==> config.mk <==
export PLATFORM = sky130hd
export DESIGN_NAME = divider16bit8
export DESIGN_NICKNAME = d
export VERILOG_FILES = /design/src/rtl/divider16bit8.sv
export SDC_FILE = /design/constraint.sdc
export NUM_CORES = 1
export LEC_CHECK = 0
export CAP_MARGIN = 20
export CELL_PAD_IN_SITES_DETAIL_PLACEMENT = 2
export CELL_PAD_IN_SITES_GLOBAL_PLACEMENT = 2
export CORE_AREA = 4 4 74 127
export CTS_CLUSTER_DIAMETER = 30
export CTS_CLUSTER_SIZE = 25
export DETAILED_ROUTE_END_ITERATION = 8
export DIE_AREA = 0 0 78 131
export PLACE_DENSITY_LB_ADDON = 0.08
export SETUP_SLACK_MARGIN = 0.02
export SLEW_MARGIN = 10
export SYNTH_ARGS = -nofsm -noshare
export SYNTH_HDL_FRONTEND = slang
export SYNTH_SLANG_ARGS = --single-unit
==> constraint.sdc <==
create_clock -name clk -period 4.55 [get_ports clk]
set_clock_uncertainty 0.15 [all_clocks]
set_input_delay 0.91 -clock clk [delete_from_list [all_inputs] [get_ports clk]]
set_output_delay 0.91 -clock clk [all_outputs]
set_load 0.02 [all_outputs]
==> src/rtl/divider16bit8.sv <==
// divider16bit8 -- sequential restoring unsigned divider.
//
// Divides a 2*WIDTH-bit dividend by a WIDTH-bit divisor and produces one
// quotient bit per clock through a start/busy/done handshake.
//
// Ports:
//   clk          system clock, rising edge
//   rst          asynchronous, active-high reset
//   start        request, sampled only while idle
//   dividend     2*WIDTH-bit dividend, captured on an accepted start
//   divisor      WIDTH-bit divisor, captured on an accepted start
//   busy         high while an operation is in progress
//   done         single-cycle completion pulse; results valid from this cycle
//   quot         quotient (all ones on an error completion)
//   rem          remainder (all ones on an error completion)
//   div_by_zero  set with done when the divisor was zero
//   overflow     set with done when the quotient would not fit in WIDTH bits
module divider16bit8 #(
    parameter int WIDTH = 8
) (
    input  logic                 clk,
    input  logic                 rst,
    input  logic                 start,
    input  logic [2*WIDTH-1:0]   dividend,
    input  logic [WIDTH-1:0]     divisor,
    output logic                 busy,
    output logic                 done,
    output logic [WIDTH-1:0]     quot,
    output logic [WIDTH-1:0]     rem,
    output logic                 div_by_zero,
    output logic                 overflow
);

    localparam logic [1:0] IDLE   = 2'd0;
    localparam logic [1:0] RUN    = 2'd1;
    localparam logic [1:0] FINISH = 2'd2;

    localparam int            CW   = $clog2(WIDTH + 1);
    localparam logic [CW-1:0] LAST = CW'(WIDTH - 1);

    logic [1:0]       state;
    logic [WIDTH-1:0] p;      // partial remainder; its top bit is always zero, so it is not stored
    logic [WIDTH-1:0] q;      // dividend low half shifting out, quotient bits shifting in
    logic [WIDTH-1:0] dsr;    // captured divisor
    logic [CW-1:0]    cnt;

    logic [WIDTH:0]   p_shift;
    logic             qbit;
    logic [WIDTH-1:0] p_next;
    logic [WIDTH-1:0] q_next;

    // One restoring step: shift in the next dividend bit, subtract if it fits.
    // The difference always fits in WIDTH bits because p_shift < 2*dsr.
    always_comb begin
        p_shift = {p, q[WIDTH-1]};
        qbit    = (p_shift >= {1'b0, dsr});
        p_next  = qbit ? WIDTH'(p_shift - {1'b0, dsr}) : p_shift[WIDTH-1:0];
        q_next  = {q[WIDTH-2:0], qbit};
    end

    always_ff @(posedge clk or posedge rst) begin
        if (rst) begin
            state       <= IDLE;
            p           <= '0;
            q           <= '0;
            dsr         <= '0;
            cnt         <= '0;
            busy        <= 1'b0;
            done        <= 1'b0;
            quot        <= '0;
            rem         <= '0;
            div_by_zero <= 1'b0;
            overflow    <= 1'b0;
        end else begin
            done <= 1'b0;
            case (state)
                IDLE: begin
                    if (start) begin
                        dsr         <= divisor;
                        busy        <= 1'b1;
                        div_by_zero <= 1'b0;
                        overflow    <= 1'b0;
                        // High half >= divisor means the quotient needs more than WIDTH bits.
                        if (divisor == '0 || dividend[2*WIDTH-1:WIDTH] >= divisor) begin
                            state <= FINISH;
                        end else begin
                            state <= RUN;
                            p     <= dividend[2*WIDTH-1:WIDTH];
                            q     <= dividend[WIDTH-1:0];
                            cnt   <= '0;
                        end
                    end
                end
                RUN: begin
                    p   <= p_next;
                    q   <= q_next;
                    cnt <= cnt + 1'b1;
                    if (cnt == LAST) begin
                        quot  <= q_next;
                        rem   <= p_next;
                        done  <= 1'b1;
                        busy  <= 1'b0;
                        state <= IDLE;
                    end
                end
                FINISH: begin
                    // Only two error kinds reach here; the captured divisor tells them apart.
                    quot        <= '1;
                    rem         <= '1;
                    div_by_zero <= (dsr == '0);
                    overflow    <= (dsr != '0);
                    done        <= 1'b1;
                    busy        <= 1'b0;
                    state       <= IDLE;
                end
                default: begin
                    state <= IDLE;
                    busy  <= 1'b0;
                end
            endcase
        end
    end

endmodule
==> metrics, run 1 <==
total DRC errors in the routed layout=0; DR iter-0 viols=73; final max-slew violation count=0; average vias per placed instance=5.21; number of cells upsized or downsized after cts=0; most common library cell in the layout ignoring fill and taps=sky130_fd_sc_hd__nand2_1; number of warnings printed during yosys synthesis=0; cell count after placement=468; CP peak stage delay=490 ps; count of mapped cells out of synthesis=314; pin slew with the least headroom to its limit=742 ps; height of the chip=131 um; Synth async-reset ratio=100%; clock period minus worst slack=3300 ps; Mapped Nets=362; unique cell type count in the Yosys netlist=52; via count of the first global-routing pass=2785; fraction of the yosys area taken by sequential cells=42.9%; Ports=47; Area growth syn-to-layout=25.9%; clock insertion delay at the later pin of the skew report=290 ps; Mapped Avg Cell Area=9.28 um^2; TritonCTS clock tree=done; post-CTS setup buffers=0; largest vdd supply drop=0.000395 V; Detailed Place HPWL=7260 um; Max FO, Critical Path=10; endpoint type of the worst setup path=flip-flop; slew margin rel.=50.4%; leading cell types in the layout, fill and taps excluded=sky130_fd_sc_hd__nand2_1 (56), sky130_fd_sc_hd__dfrtp_1 (50), sky130_fd_sc_hd__clkdlybuf4s50_1 (46); Final setup viols=0; Slowest-stage cell, CP=sky130_fd_sc_hd__clkdlybuf4s50_1; flip-flop and latch count after synthesis=50; library cell used as clock root buffer=sky130_fd_sc_hd__clkbuf_16; Highest Clock Rate=303 MHz; setup total negative slack=0 ps; CTS H-tree lvls=2; outcome=finished, final reports clean; netlist area before placement=0.00292 mm^2; final-report hold violation count=0; Most used DFF post-synth=sky130_fd_sc_hd__dfrtp_1; chip width=78 um; # diodes=0; clock slew seen by the registers of the worst setup and hold paths=70 ps; pin count of the biggest net entering global routing=35; detailed-route wire length=9210 um; critical path cell sequence=clkdlybuf4s50_1, inv_1, ha_1, nor2_1, a21oi_1, o41ai_2, a32oi_2, nand2b_1, o31ai_1; Hold Worst Slack=321 ps; Vias=2482; Inserted Clock Buffers=5; final net count=408; global placement routability congestion=0.806; non-filler instance count after layout=476; per-cell routed wire length=19.4 um; instance area after placement=0.00350 mm^2; Remaining Overflow, GRT=0; placeable core region=0.00831 mm^2; remaining antenna violation count=0; final instance area=0.00367 mm^2; die area=0.0102 mm^2; number of iterations in the first detailed-routing pass=4; FP Rows=44; hold bufs inserted after CTS=0; starting density of the core=35.1%; pwr/cell area=831 mW/mm^2; CP Data Arrival Time=3340 ps; CTS sink cnt=50; setup repair after global routing missed its margin=no; number of buffers added on ports=46; required time reported for the critical path endpoint=4600 ps; largest buffer count on any clock path=2; type of the most critical hold path=flip-flop to flip-flop; Overall Global Routing Usage=19.1%; number of maximum-capacitance constraint violations=0; fraction of final layout cells sized beyond drive strength 1=8.59%; final worst-path cycle share=72.4%; number of antenna violations at the first check in global routing=0; total power of the final layout=3.05 mW; startpoint type of the worst setup path=primary input; global-route wire length before repair=14900 um; Leak Pwr=1.63 nW; EDFF count, synth=0; critical path class=primary input to flip-flop
-- registers in the layout, summed over array words and instances, names as in the netlist --
| register | count |
|---|---|
| quot | 8 |
| busy | 1 |
| overflow | 1 |
| done | 1 |
| div_by_zero | 1 |
| p | 8 |
| rem | 8 |
| cnt | 4 |
| state | 2 |
| q | 8 |
| dsr | 8 |
-- worst max-delay path, delay by kind of cell --
family                     cells  cell delay [ps]
buffers and inverters          2              540
and+or+nand+nor                2              550
adders and majority gates      1              310
AOI/OAI and AO/OA              4             1010
-- synthesized netlist by cell type (2+ instances only) --
master | n | area [um^2]
sky130_fd_sc_hd__dfrtp_1 | 50 | 1250
sky130_fd_sc_hd__and3_1 | 3 | 18.8
sky130_fd_sc_hd__buf_6 | 2 | 22.5
sky130_fd_sc_hd__buf_2 | 3 | 15.0
sky130_fd_sc_hd__mux2i_1 | 9 | 90.1
sky130_fd_sc_hd__nor3_1 | 2 | 10.0
sky130_fd_sc_hd__nor2_1 | 10 | 37.5
sky130_fd_sc_hd__nor4_1 | 4 | 25.0
sky130_fd_sc_hd__o21ai_1 | 3 | 15.0
sky130_fd_sc_hd__o21ai_0 | 33 | 165
sky130_fd_sc_hd__o221ai_1 | 3 | 26.3
sky130_fd_sc_hd__xnor2_1 | 2 | 17.5
sky130_fd_sc_hd__nand3_1 | 6 | 30.0
sky130_fd_sc_hd__nor2b_1 | 6 | 37.5
sky130_fd_sc_hd__inv_1 | 24 | 90.1
sky130_fd_sc_hd__mux2_4 | 2 | 30.0
sky130_fd_sc_hd__a21oi_1 | 25 | 125
sky130_fd_sc_hd__o211ai_2 | 3 | 37.5
sky130_fd_sc_hd__a221oi_1 | 2 | 17.5
sky130_fd_sc_hd__ha_1 | 20 | 250
sky130_fd_sc_hd__nand2_1 | 56 | 210
sky130_fd_sc_hd__nand2b_1 | 3 | 18.8
sky130_fd_sc_hd__o221ai_2 | 2 | 30.0
sky130_fd_sc_hd__or3b_1 | 2 | 17.5
sky130_fd_sc_hd__a32o_1 | 2 | 20.0
sky130_fd_sc_hd__and2_1 | 4 | 25.0
sky130_fd_sc_hd__clkbuf_1 | 7 | 26.3
sky130_fd_sc_hd__a21o_1 | 2 | 15.0
-- stage by stage --
| stage | setup slack (ps) | utilization (%) |
|---|---|---|
| 2_1_floorplan | 1870 | - |
| 3_3_place_gp | 1050 | 42.2 |
| 3_5_place_dp | 927 | 42.2 |
| 4_1_cts | 1200 | 44.2 |
| 5_1_grt | 1060 | 44.2 |
| 6_report | 1250 | 44.2 |
-- layer usage --
metal / up-vias / part of all wire, % / track usage (%)
li1: 1185 / - / -
met4: 0 / 2.0 / 6.08
met1: 1247 / 38 / 20.4
met3: 12 / 2.4 / 2.67
met2: 38 / 57 / 38.2
met5: - / 0 / 0
-- where the power goes --
group	switching, mW	leakage (nW)	internal [mW]	total [mW]
Clock	0.168	0.0771	0.260	0.428
Sequential	0.138	0.616	0.649	0.787
Combinational	1.10	0.942	0.739	1.84
Total	1.40	1.63	1.65	3.05
-- cells by family after synthesis --
family / Yosys count / synth area share (%)
and+or+nand+nor: 100 / 15.9
xor gates and xnor gates: 3 / 0.901
AOI/OAI and AO/OA: 90 / 20.9
buffers and inverters: 38 / 5.54
DFF: 50 / 42.9
adders and majority gates: 21 / 9.27
muxes: 12 / 4.51
-- path summary, 6_finish.rpt --
check,slack (ps),from,to,cells past startpoint
worst max-delay path,1250,dividend[8],cnt[3],9
worst min-delay path,320,quot[7],quot[7],2
worst max register to register,2030,p[5],p[5],6
worst min register to register,320,quot[7],quot[7],2
max in group asynchronous,2600,rst,dsr[3],3
min in group asynchronous,910,rst,rem[5],2
-- layout make-up --
type | instances | area [um^2]
clock buffers | 6 | 129
clock inverters | 2 | 37.5
fillers | 891 | 4640
inverters | 25 | 93.8
multi-input cells | 226 | 1510
flip-flops and latches | 50 | 1250
well taps | 115 | 144
repair buffers | 52 | 505
(Power assumes the default switching activity.)
==> inputs of run 2 (changes only) <==
--- a/config.mk
+++ b/config.mk
@@ -8,11 +8,11 @@
 export CAP_MARGIN = 20
 export CELL_PAD_IN_SITES_DETAIL_PLACEMENT = 2
 export CELL_PAD_IN_SITES_GLOBAL_PLACEMENT = 2
-export CORE_AREA = 4 4 74 127
+export CORE_AREA = 4 4 77 132
 export CTS_CLUSTER_DIAMETER = 30
 export CTS_CLUSTER_SIZE = 25
 export DETAILED_ROUTE_END_ITERATION = 8
-export DIE_AREA = 0 0 78 131
+export DIE_AREA = 0 0 81 136
 export PLACE_DENSITY_LB_ADDON = 0.08
 export SETUP_SLACK_MARGIN = 0.02
 export SLEW_MARGIN = 10
==> constraint.sdc (replaced) <==
create_clock -name clk -period 3.3 [get_ports clk]
set_clock_uncertainty 0.15 [all_clocks]
set_input_delay 0.66 -clock clk [delete_from_list [all_inputs] [get_ports clk]]
set_output_delay 0.66 -clock clk [all_outputs]
set_load 0.02 [all_outputs]
==> metrics, run 2 (synthesis results as in run 1) <==
outcome=finished, final reports clean; largest buffer count on any clock path=2; required time reported for the critical path endpoint=3350 ps; Leak Pwr=1.66 nW; global routing usage on met2=35.5%; CTS sink cnt=50; starting density of the core=32.1%; Detailed Place HPWL=7510 um; pwr/cell area=1140 mW/mm^2; slew margin rel.=52.8%; fraction of final layout cells sized beyond drive strength 1=9.59%; startpoint type of the worst setup path=primary input; CP Data Arrival Time=3060 ps; Hold Worst Slack=318 ps; TritonCTS clock tree=done; global-route wire length before repair=14900 um; number of maximum-capacitance constraint violations=0; FP Rows=46; WP buf/inv=2; number of iterations in the first detailed-routing pass=4; global-route track usage on met3=1.92%; pin count of the biggest net entering global routing=28; most common library cell in the layout ignoring fill and taps=sky130_fd_sc_hd__nand2_1; pin slew with the least headroom to its limit=706 ps; CP peak stage delay=520 ps; cell type group with the largest total delay on the critical path=compound AO/OA/AOI/OAI gates; via count of the first global-routing pass=2759; chip width=81 um; number of antenna violations at the first check in global routing=0; number of buffers added on ports=46; Vias=2472; die area=0.0110 mm^2; placeable core region=0.00909 mm^2; Highest Clock Rate=331 MHz; setup repair after global routing missed its margin=no; Max FO, Critical Path=10; height of the chip=136 um; final worst-path cycle share=91.4%; remaining antenna violation count=0; final net count=412; library cell used as clock root buffer=sky130_fd_sc_hd__clkbuf_16; global placement routability congestion=0.793; CTS H-tree lvls=2; met1 track utilization from global routing=19.2%; clock insertion delay at the later pin of the skew report=290 ps; Overall Global Routing Usage=17.9%; critical path class=primary input to flip-flop; # diodes=0; Inserted Clock Buffers=5; detailed-route wire length=9270 um; Remaining Overflow, GRT=0; Area growth syn-to-layout=27.6%; per-cell routed wire length=19.1 um; largest vdd supply drop=0.000503 V; critical path cell sequence=clkdlybuf4s50_1, inv_1, ha_1, o211ai_2, a21oi_1, o41ai_2, a32oi_2, nand2b_1, o31ai_1; Slowest-stage cell, CP=sky130_fd_sc_hd__clkdlybuf4s50_1; average vias per placed instance=5.10; clock slew seen by the registers of the worst setup and hold paths=70 ps; final-report hold violation count=0; post-CTS setup buffers=0; number of cells upsized or downsized after cts=0; global route hottest layer=met2; final max-slew violation count=0; leading cell types in the layout, fill and taps excluded=sky130_fd_sc_hd__nand2_1 (56), sky130_fd_sc_hd__dfrtp_1 (50), sky130_fd_sc_hd__clkdlybuf4s50_1 (46); Ports=47; final cell utilization of the core=40.9%; clock period minus worst slack=3020 ps; hold bufs inserted after CTS=0; type of the most critical hold path=flip-flop to flip-flop; DR iter-0 viols=65; endpoint type of the worst setup path=flip-flop; Final setup viols=0; total DRC errors in the routed layout=0
==> run 2: cell count changes in the layout (fill, tap and decap cells not counted) <==
cell,previous run,this run
sky130_fd_sc_hd__buf_12,0,1
sky130_fd_sc_hd__buf_4,6,9
==> run 2: final cells by class <==
class / count / area [um^2]
Clock buffer: 6 / 129
Clock inverter: 2 / 37.5
Fill cell: 1083 / 5370
Inverter: 25 / 93.8
Multi-Input combinational cell: 226 / 1510
Sequential cell: 50 / 1250
Tap cell: 120 / 150
Timing Repair Buffer: 56 / 548
==> run 2: power by group <==
| group | switching [mW] | internal [mW] |
|---|---|---|
| logic | 1.51 | 1.05 |
| clock network | 0.235 | 0.358 |
| registers | 0.194 | 0.895 |
| total | 1.94 | 2.31 |
==> run 2: final timing paths <==
check                            from       end  slack (ps)  depth (start not counted)
min in group asynchronous         rst   quot[1]         520                          2
hold reg to reg               quot[1]   quot[1]         320                          2
setup reg to reg                 q[7]    rem[6]         710                          9
hold / removal                quot[1]   quot[1]         320                          2
max in group asynchronous         rst  state[0]        1880                          3
setup / recovery           divisor[3]    cnt[3]         280                          9
==> run 2: tightest hold or removal path: stages, from the launching register on <==
cell and delay (ps):
sky130_fd_sc_hd__dfrtp_1 340, sky130_fd_sc_hd__nand2_1 50, sky130_fd_sc_hd__nand2_1 40
==> run 2: metal layers <==
metal	vias to the layer above	share of wire [%]
met5	-	0
met4	0	1.2
met3	8	1.9
met2	29	60
met1	1244	37
li1	1191	-
==> run 2: per-stage QoR <==
stage,area [um^2],instances,setup TNS [ps],setup slack [ps],power (mW)
after floorplan,2920,314,0,872,2.80
after global routing,3720,485,0,101,4.64
after detailed placement,3550,477,-15.3,-15.3,3.70
after global placement,3550,477,0,67.5,3.62
after CTS,3720,485,0,260,4.33
final,3720,485,0,283,4.25
==> inputs of run 3 (changes only) <==
--- a/config.mk
+++ b/config.mk
@@ -15,7 +15,7 @@
 export DIE_AREA = 0 0 81 136
 export PLACE_DENSITY_LB_ADDON = 0.08
 export SETUP_SLACK_MARGIN = 0.02
-export SLEW_MARGIN = 10
+export SLEW_MARGIN = 20
 export SYNTH_ARGS = -nofsm -noshare
 export SYNTH_HDL_FRONTEND = slang
 export SYNTH_SLANG_ARGS = --single-unit
==> results of run 3 <==
Final layout, timing and power as in run 2 (identical DEF).
==> RTL change 1: new RTL, settings of run 1 <==
Make the reset (`rst`) synchronous in one clocked block. Comments in the files are not updated.
--- a/src/rtl/divider16bit8.sv
+++ b/src/rtl/divider16bit8.sv
@@ -58,7 +58,7 @@
         q_next  = {q[WIDTH-2:0], qbit};
     end
 
-    always_ff @(posedge clk or posedge rst) begin
+    always_ff @(posedge clk) begin
         if (rst) begin
             state       <= IDLE;
             p           <= '0;
Check against the original RTL: differs if rst is asserted again (counterexample within 4 cycles, from zero or initial values and one cycle with rst high); with rst held inactive, the same outputs for 4 cycles.
==> RTL change 1 against run 1 <==
Highest routed layer unchanged. Critical endpoint is now p[6]$_SDFFE_PP0P_. Routed wire length up 2.4%. Non-clock buffer count shrank 4. Critical path type unchanged. Worst setup slack got worse by 0.12 ns. Sequential cell count unchanged. Synthesized area down 0.34%. First-iteration DRC count is 11% higher. Cell area shrank 1.4%.
Power is not compared: it rests on default switching activity, and its combinational part moved more than twofold at a synthesized area within 25%.
==> RTL change 1: results (changes against run 1) <==
clocking:
  cts_max_level: 2  # unchanged
  cts_buffer_depth: 2  # unchanged
  cts_buffers: 5  # unchanged
  insertion_delay_ns: 0.30
  clkTransAtPathRegs_ns: 0.07  # about the same
  cts-root-buf: "clkbuf_16"
  cts.repair.resized: 0  # unchanged
  cts_setup_buffers: 0  # unchanged
placed_design:
  place_ws_ns: 0.8209  # -0.1057 ns
  portBuffers: 46  # unchanged
  place_hpwl_um: 7341  # +1.1%
  gp_congestion: 0.8355  # +3.7%
yosys:
  synth-seq-area-share: 0.3445  # -0.08465
  synthTopCellsByCount: "dfxtp_1, nand2_1, nor2_1"
  syn_nets: 400  # +10%
  synth_ff_type: "dfxtp_1"
  synthArstFlopShare: 0  # -1.000
  synth_area_leaders: "dfxtp_1, ha_1, a211oi_1"
routing:
  wirelength_um: 9431  # +2.4%
  vias: 2758  # +11%
  drt-pass1-iter-count: 4  # unchanged
  drt_iter0_markers: 81  # +11%
final_layout:
  layout.nets: 438  # +7.4%
  antennaDiodeCount: 0  # unchanged
  fillCellCount: 946  # +6.2%
  post_route_cells_drive_above_1_share: 0.05371  # -0.03216
setup_path:
  critPathMaxFanout: 15  # +5
  critPathSlowestCell: "a211oi_4"
  cpPeakStageDelay_ns: 0.64  # +0.15 ns
  arrival_ns: 3.45  # +0.11 ns
pwr:
  p_int_w: 0.0009468
  ir_drop_v: 0.0001576
global_routing:
  grt_max_degree: 51  # +46%
  track_usage: 0.1912  # about the same
  grt_pass1_wl_um: 15280  # +2.3%
  antenna_found_initial: 0  # unchanged
  grt_pass1_vias: 3041  # +9.2%
timing:
  tightest_slew_ns: 1.027  # +0.2845 ns
outcome:
  status: "finished clean"
hold_path:
  hp-class: "reg2reg"
## RTL change 1: changes by cell type in the layout (fill, tap and decap cells not counted), sizes merged, moves of 22 or more
cell	change
dfxtp	+50
dfrtp	-50
nand2	-22
nor3	+23
a211oi	+22
nor2	+23
o21ai	-29
## RTL change 1: layout make-up
cell class	instances	area share
well taps	115	0.03976
clock buffers	5	0.03458
clock inverters	3	0.01314
repair buffers	48	0.1300
flip-flops and latches	50	0.2766
inverters	24	0.02490
multi-input cells	261	0.4810
## RTL change 1: cell families (layout without fill, tap and decap cells)
group                      Yosys count  in the layout  share of synthesized area
AOI/OAI and AO/OA                   98             98                     0.2554
xor gates and xnor gates             4              4                    0.01206
adders and majority gates           21             21                    0.09302
buffers and inverters               41             80                    0.05641
DFF                                 50             50                     0.3445
muxes                                7              7                    0.02412
and+or+nand+nor                    131            131                     0.2145
## RTL change 1: through the flow
step / cells / total power, W / hold WS, ns / instance area, sq um
CTS: 506 / 0.001501 / 0.3126 / 3618
global route: 506 / 0.001578 / 0.3464 / 3618
global placement: 498 / 0.001036 / 0.3020 / 3446
floorplan: 352 / 0.0008781 / 0.2990 / 2905
finish: 506 / 0.001486 / 0.3111 / 3618
detailed placement: 498 / 0.001055 / 0.3024 / 3446
## RTL change 1: layer usage
metal,track usage,up-vias,share of wire
met4,0.07724,0,0.031
met2,0.3949,50,0.57
li1,-,1353,-
met1,0.1859,1343,0.37
met5,0,-,0
met3,0.02538,12,0.024
## RTL change 1: final timing paths
path / end / slack [ns] / cells after the start / start
setup / recovery: p[6]$_SDFFE_PP0P_ / 1.14 / 9 / dividend[8]
hold / removal: div_by_zero$_SDFFE_PP0P_ / 0.31 / 2 / div_by_zero$_SDFFE_PP0P_
hold reg to reg: div_by_zero$_SDFFE_PP0P_ / 0.31 / 2 / div_by_zero$_SDFFE_PP0P_
setup reg to reg: p[6]$_SDFFE_PP0P_ / 1.57 / 7 / state[1]$_SDFFE_PP0P_
## RTL change 1: power groups by stage
stage | clock network (W) | logic (W) | registers [W]
floorplan | 0 | 0.000350 | 0.000528
global placement | 0 | 0.000515 | 0.000521
detailed placement | 0 | 0.000531 | 0.000524
CTS | 0.000451 | 0.000536 | 0.000514
global route | 0.000471 | 0.000588 | 0.000519
finish | 0.000444 | 0.000529 | 0.000513
## RTL change 1: worst reg2reg max path, cell delays in order, from the launching register on
cell	delay, ns
dfxtp_1	0.34
inv_1	0.08
ha_1	0.14
buf_4	0.30
inv_1	0.33
nor2_1	0.87
nor2_1	0.26
o41ai_1	0.40
==> RTL change 2: new RTL, flow settings as in run 1 <==
Made on the original files. The parameter `WIDTH` goes from 8 to 4.
--- a/src/rtl/divider16bit8.sv
+++ b/src/rtl/divider16bit8.sv
@@ -16,7 +16,7 @@
 //   div_by_zero  set with done when the divisor was zero
 //   overflow     set with done when the quotient would not fit in WIDTH bits
 module divider16bit8 #(
-    parameter int WIDTH = 8
+    parameter int WIDTH = 4
 ) (
     input  logic                 clk,
     input  logic                 rst,
Interface: changed (resized dividend, divisor, quot and rem); port bits go from 47 to 27. The function was not compared with the original's and may differ.
==> RTL change 2 against run 1 <==
Core utilization down 18 points. Count of clock-buffer cells in the layout up 1. Worst setup slack better by 0.33 ns. Cell area is 40% lower. Synthesized area decreased by 42%. Sequential cell count shrank 21. Die area unchanged. Via count decreased by 43%. Hold slack gained 0.025 ns. Critical path depth down 2. Fmax up 11%. Routed wire length is 44% lower. Power shrank 51%. First-iteration DRC count shrank 71%. Largest power group unchanged.
==> RTL change 2: results (changes against run 1) <==
hold_path:
  whs_endpoint: "div_by_zero$_DFFE_PP0P_"
  min-delay-start: "div_by_zero$_DFFE_PP0P_"
  hold_path_depth: 1  # -1
  hp-class: "reg2reg"
global_routing:
  met2_usage: 0.2247  # -0.1571
  grt_pass1_vias: 1670  # -40%
  grt_max_degree: 30  # -14%
  grt_pass1_wl_um: 8852  # -41%
  track_usage: 0.1150  # -0.07640
setup_path:
  r2r_slack_ns: 1.85  # -0.18 ns
  critPathMaxFanout: 18  # +8
  crit_end: "q[0]$_DFFE_PP0P_"
  r2r-end: "p[1]$_DFFE_PP0P_"
  r2r_start: "dsr[1]$_DFFE_PP0P_"
  crit_start: "divisor[3]"
  r2r_cells: 7  # +1
final_layout:
  fillCellCount: 921  # +3.4%
  layout.comb_gates.multi_input: 120  # -47%
  post_route_cells_drive_above_1_share: 0.09453  # +0.008655
  nonClockInverterCount: 17  # -32%
  buf_share: 0.1245  # -0.01319
  instances_no_fill: 316  # -34%
  clkbuf_count: 7  # +1
  num-nonclk-buffers: 28  # -46%
  layout.nets: 230  # -44%
  multi_input_area_share: 0.3888  # -0.02259
  clkCellAreaFrac: 0.06452  # +0.01919
placed_design:
  gp_congestion: 0.7383  # -8.4%
  post-place-cells: 309  # -34%
  portBuffers: 26  # -43%
  place_ws_ns: 1.269  # +0.3424 ns
routing:
  drt-pass1-iter-count: 2  # -2
  drt_iter0_markers: 21  # -71%
  via_per_inst: 4.456  # -15%
  met2_length_um: 3003  # -43%
timing:
  post-route-period-util: 0.6510  # -0.07337
  tightest_slew_ns: 0.7077  # -0.03455 ns
outcome:
  status: "finished clean"
pwr:
  p_int_w: 0.0008712  # -47%
  ir_drop_v: 0.0001610  # -59%
yosys:
  synth-seq-area-share: 0.4328  # +0.003651
  syn_nets: 200  # -45%
  yosys.cell_types.count: 43  # -17%
  synth_cells: 171  # -46%
clocking:
  clkTransAtPathRegs_ns: 0.05  # -0.02 ns
==> RTL change 2: changes by cell type after synthesis, moves of 5 or more <==
cell     before  now
ha_1         20   13
nand2_1      56   14
a21oi_1      25   10
dfrtp_1      50   29
nand3_1       6    1
inv_1        24   17
o21ai_0      33    7
==> RTL change 2: logic make-up (layout without fill, tap and decap cells) <==
group	after synthesis	after routing	share of synthesized area
simple gates	48	48	0.1433
compound gates	46	46	0.1873
flops	29	29	0.4328
buf+inv	22	52	0.05447
fa+ha+maj	14	14	0.1090
mux	11	11	0.06791
xor+xnor	1	1	0.005225
==> RTL change 2: through the flow <==
step	instance area (sq um)	hold slack, ns	total power, W
2_1_floorplan	1677	0.3073	0.0009356
3_3_place_gp	2068	0.3199	0.001165
3_5_place_dp	2068	0.3391	0.001200
4_1_cts	2211	0.3515	0.001543
5_1_grt	2211	0.3747	0.001643
6_report	2211	0.3457	0.001498
